`src/rtl/clk_ratio_meter.sv`:
```
// Measures a slow clock against i_ref_clk: period, high-phase length, lock and error flags.
// The slow clock is synchronized with two flops; a third flop supplies the rising-edge detect.
module clk_ratio_meter #(
    parameter int RATIO_WD = 4,
    parameter int LOCK_CNT = 3
) (
    input  logic                i_ref_clk,
    input  logic                i_rst_n,
    input  logic                i_en,
    input  logic                i_slow_clk,
    output logic [RATIO_WD-1:0] o_ratio,
    output logic [RATIO_WD-1:0] o_high,
    output logic                o_valid,
    output logic                o_locked,
    output logic                o_err
);

    localparam logic [RATIO_WD-1:0] PER_MAX  = '1;
    localparam logic [3:0]          LOCK_TOP = 4'(LOCK_CNT);

    typedef enum logic [1:0] {IDLE, SEEK, MEASURE} state_t;

    state_t              state, state_nxt;
    logic                s1, s2, s3;
    logic                rise;
    logic [RATIO_WD-1:0] per, hi;
    logic [3:0]          lock_run, lock_nxt;

    always_ff @(posedge i_ref_clk or negedge i_rst_n) begin
        if (!i_rst_n) begin
            s1 <= 1'b0;
            s2 <= 1'b0;
            s3 <= 1'b0;
        end else begin
            s1 <= i_slow_clk;
            s2 <= s1;
            s3 <= s2;
        end
    end

    assign rise = s2 & ~s3;

    always_ff @(posedge i_ref_clk or negedge i_rst_n) begin
        if (!i_rst_n) state <= IDLE;
        else          state <= state_nxt;
    end

    always_comb begin
        state_nxt = state;
        case (state)
            IDLE:    if (i_en) state_nxt = SEEK;
            SEEK:    if (rise) state_nxt = MEASURE;
            MEASURE: if (!rise && per == PER_MAX) state_nxt = SEEK;
            default: state_nxt = IDLE;
        endcase
        if (!i_en) state_nxt = IDLE;
    end

    // lock_run==0 marks the first measurement after an edge search
    always_comb begin
        lock_nxt = 4'd1;
        if (lock_run != 4'd0 && per == o_ratio)
            lock_nxt = (lock_run >= LOCK_TOP) ? LOCK_TOP : lock_run + 4'd1;
    end

    always_ff @(posedge i_ref_clk or negedge i_rst_n) begin
        if (!i_rst_n) begin
            per      <= '0;
            hi       <= '0;
            lock_run <= '0;
            o_ratio  <= '0;
            o_high   <= '0;
            o_valid  <= 1'b0;
            o_locked <= 1'b0;
            o_err    <= 1'b0;
        end else begin
            o_valid <= 1'b0;
            if (!i_en || state == IDLE) begin
                per      <= '0;
                hi       <= '0;
                lock_run <= '0;
                o_locked <= 1'b0;
                o_err    <= 1'b0;
            end else if (state == SEEK) begin
                if (rise) begin
                    per      <= RATIO_WD'(1);
                    hi       <= RATIO_WD'(1);
                    lock_run <= '0;
                    o_err    <= 1'b0;
                end
            end else if (rise) begin
                o_ratio  <= per;
                o_high   <= hi;
                o_valid  <= 1'b1;
                per      <= RATIO_WD'(1);
                hi       <= RATIO_WD'(1);
                lock_run <= lock_nxt;
                o_locked <= (lock_nxt == LOCK_TOP);
            end else if (per == PER_MAX) begin
                // period overflow or lost clock: drop lock and search again
                o_err    <= 1'b1;
                o_locked <= 1'b0;
                lock_run <= '0;
            end else begin
                per <= per + RATIO_WD'(1);
                if (s2) hi <= hi + RATIO_WD'(1);
            end
        end
    end

endmodule

```
`config.mk`:
```
export PLATFORM = sky130hd
export DESIGN_NAME = clk_ratio_meter
export DESIGN_NICKNAME = d
export VERILOG_FILES = /design/src/rtl/clk_ratio_meter.sv
export SDC_FILE = /design/constraint.sdc
export NUM_CORES = 1
export LEC_CHECK = 0
export BUFFER_PORTS_ARGS = -buffer_cell sky130_fd_sc_hd__buf_4
export CAP_MARGIN = 5
export CELL_PAD_IN_SITES_DETAIL_PLACEMENT = 0
export CELL_PAD_IN_SITES_GLOBAL_PLACEMENT = 2
export CORE_AREA = 8 8 85 68
export DETAILED_ROUTE_END_ITERATION = 10
export DIE_AREA = 0 0 93 76
export MAX_ROUTING_LAYER = met4
export PLACE_DENSITY_LB_ADDON = 0.12
export SYNTH_ARGS = -nofsm -noshare
export SYNTH_HDL_FRONTEND = slang
export SYNTH_SLANG_ARGS = --single-unit
export TNS_END_PERCENT = 20
```
`constraint.sdc`:
```
create_clock -name i_ref_clk -period 1.45 [get_ports i_ref_clk]
set_input_delay 0.0725 -clock i_ref_clk [delete_from_list [all_inputs] [get_ports i_ref_clk]]
set_output_delay 0.0725 -clock i_ref_clk [all_outputs]
set_load 0.01 [all_outputs]
```
==> results.tsv <==
metric	value	unit
root buf cell	clkbuf_8	
Synth Warn #	0	
post-synth top area share	50.00	%
placed cell areas	1645	um2
pwr dens	817.2	nW/um2
total CTS buffers	3	
Final Hold Slack	0.1006	ns
Most used DFF post-synth	dfrtp_1	
Synth area leader	dfrtp_1	
GRT Residual Overflow	0	
hpwl dp	2343	um
LEAKAGE	0.0008572	uW
Initial DRT Pass Iterations	4	
most frequent cells after synthesis	dfrtp_1, nand2_1, nand3_1	
Bufs on Longest Clock Path	2	
layout cells sized above 1	32.37	%
Post-synth EDFFs	0	
cell mode on critical path	buf_4	
sequential share of the synthesized area	50.00	%
clock skew	0.004653	ns
Row Count	22	
TritonCTS Sinks	28	
top cell family by delay on the critical path	flip-flops	
Finished Layout Cells	233	
Ant. Diodes	0	
unrepaired setup endpoints after global routing	true	
R2R depth	6	
CTS tree	done	
combinational power share	10.7	%
CP max stage cell	dfrtp_1	
Buffers & Inverters on Critical Path	2	
initial antenna violation count	0	
Initial Utilization	30.67	%
CP Data Required Time	1.62	ns
Yosys cell types	40	
Max Slew Vio Count	0	
kind of critical path	flop to flop	
clk_lat worst skew	0.27	ns
power share of the sequential group	55.9	%
CORE AREA	4569	um2
slew at the pin with the worst max-slew slack	0.3665	ns
period utilization	99.33	%
net switching power	348.5	uW
via/cell ratio	4.773	
Relative slew margins	75.56	%
worst reg2reg endpoint	lock_run[0]	
Fin Setup TNS	0	ns
Synth Cell Area	1401	um2
Hold EP	per[0]	
IO Pins	15	
Worst-path clk slew	0.10	ns
port bufs	14	
max incr delay on CP	0.43	ns
fmax	694.3	MHz
startpoint class of the critical path	flop	
Peak supply drop	0.0004433	V
final setup vio count	0	
Mapped Avg Cell Area	9.800	um2
Wirelength per Cell	13.73	um
max_cap viols	0	
Crit Reg-Reg Startpoint	per[1]	
CP Cell Sequence	buf_4, buf_4, xor2_1, nor3_2, nand4_1, a22o_1	
GP Congestion	0.8274	
via count	1112	
height of the die	76	um
Synth area leaders	dfrtp_1, nand2_1, ha_1	
Die X-Extent	93	um
global-route wire length before repair	5347	um
Int Power	1112	uW
die area	7068	um2
final instance area	1787	um2
crit path capture type	flop	
largest net degree at the start of global routing	29	
HP Start	i_en	
gr usage total	9.661	%
Sw Ratio	23.87	%
asr flop ratio synth	100.0	%
fill count	494	
vias in the first global route	1097	
run status	completed	
Mapped Nets	151	
path category of the worst min-delay check	primary input to flop	
CP arrival	1.61	ns
DRC violations left	0	
Clk pwr share	33.4	%
htree depth	1	
hold depth	3	
Max FO, Critical Path	5	
Final nets	182	
Routed Antenna Nets	0	
Final Hold Viols	0	
DR iter-0 viols	59	
drt total wl	3199	um
Layout area overhead	27.50	%
Yosys reg bits	28	
Inst Count DP	224	
Tmin final	1.440	ns
FF-to-FF setup slack	0.01	ns
Mapped Cells	143	
## cell type report
type | instances | area (um2) | share of cell area, %
sequential | 28 | 701.9 | 39.29
multi-input combinational | 103 | 680.7 | 38.10
timing repair buffer | 33 | 252.7 | 14.15
tap | 60 | 75.07 | 4.202
clock buffer | 4 | 55.05 | 3.081
inverter | 5 | 21.27 | 1.190
## per-stage QoR
step,utilization [%],setup slack [ns],total power (uW)
after CTS,37.71,0.009786,1488
final,39.10,0.009687,1460
after global routing,39.10,-0.06657,1547
after global placement,36.01,0.02092,975.7
after detailed placement,36.01,-0.007151,975.3
after floorplan,-,-0.01716,908.3
## flip-flops by register name (all words and copies together), names as in the netlist, 2 cells and up
signal	flops
hi	4
lock_run	4
o_high	4
o_ratio	4
per	4
state	2
## cells by family (layout without fill, tap and decap cells)
family,after synthesis,count (layout),synth area share (%)
AOI/OAI and AO/OA,25,25,11.70
xor gates and xnor gates,4,4,2.500
adders and majority gates,4,4,3.572
buffers and inverters,12,42,4.286
DFF,28,28,50.00
muxes,2,2,1.607
and+or+nand+nor,68,68,26.34
## power by group through the flow
stage | Clock [uW] | Combinational, uW | Sequential (uW)
3_5_place_dp | 0 | 145 | 830
5_1_grt | 554 | 174 | 819
6_report | 488 | 156 | 816
4_1_cts | 524 | 150 | 815
2_1_floorplan | 0 | 79.6 | 829
3_3_place_gp | 0 | 145 | 831
## worst max-delay path by stage
stage | from | endpoint | slack, ns | cells after the start
after detailed placement | per[0] | per[1] | -0.007 | 5
after global placement | per[0] | per[1] | 0.02 | 5
after floorplan | per[0] | hi[0] | -0.02 | 5
final | per[1] | lock_run[0] | 0.01 | 6
after CTS | per[0] | per[1] | 0.01 | 5
after global routing | per[1] | o_err | -0.07 | 6
## worst min-delay path: cells and delay by family
family | cells | cell delay (ns)
buf+inv | 1 | 0.14
compound gates | 2 | 0.13
## what timing repair did
| action | 4_1_cts | 5_1_grt |
|---|---|---|
| endpoints found under the setup margin | 1 | 9 |
| hold buffers | 2 | 0 |
| buffers inserted | 0 | 3 |
| gates resized for setup | 1 | 9 |
| pin swaps | 0 | 4 |
| hold endpoints to repair | 29 | 0 |
## routing by layer
layer  up-vias  wire (um)  track usage, %
met5         -          0               -
met4         0         22           2.568
met3         2        146           3.346
met2        19       1440           13.60
met1       535       1590           12.76
li1        556          -               -
## cells in the final DEF (no fill, tap or decap), types with 2 or more instances in the layout
| cell type | count |
|---|---|
| mux2_2 | 2 |
| nor3_2 | 2 |
| and2_1 | 2 |
| nor3_1 | 5 |
| nor2_1 | 6 |
| nand3_1 | 9 |
| o22ai_1 | 2 |
| buf_4 | 31 |
| xor2_1 | 4 |
| inv_1 | 3 |
| o21ai_0 | 5 |
| nand4_1 | 2 |
| dlygate4sd3_1 | 2 |
| o21ai_1 | 2 |
| clkbuf_8 | 4 |
| nand2_1 | 28 |
| a21oi_1 | 5 |
| ha_1 | 3 |
| and3_1 | 2 |
| dfrtp_1 | 27 |
No activity file was read; power rests on OpenSTA's default activity.
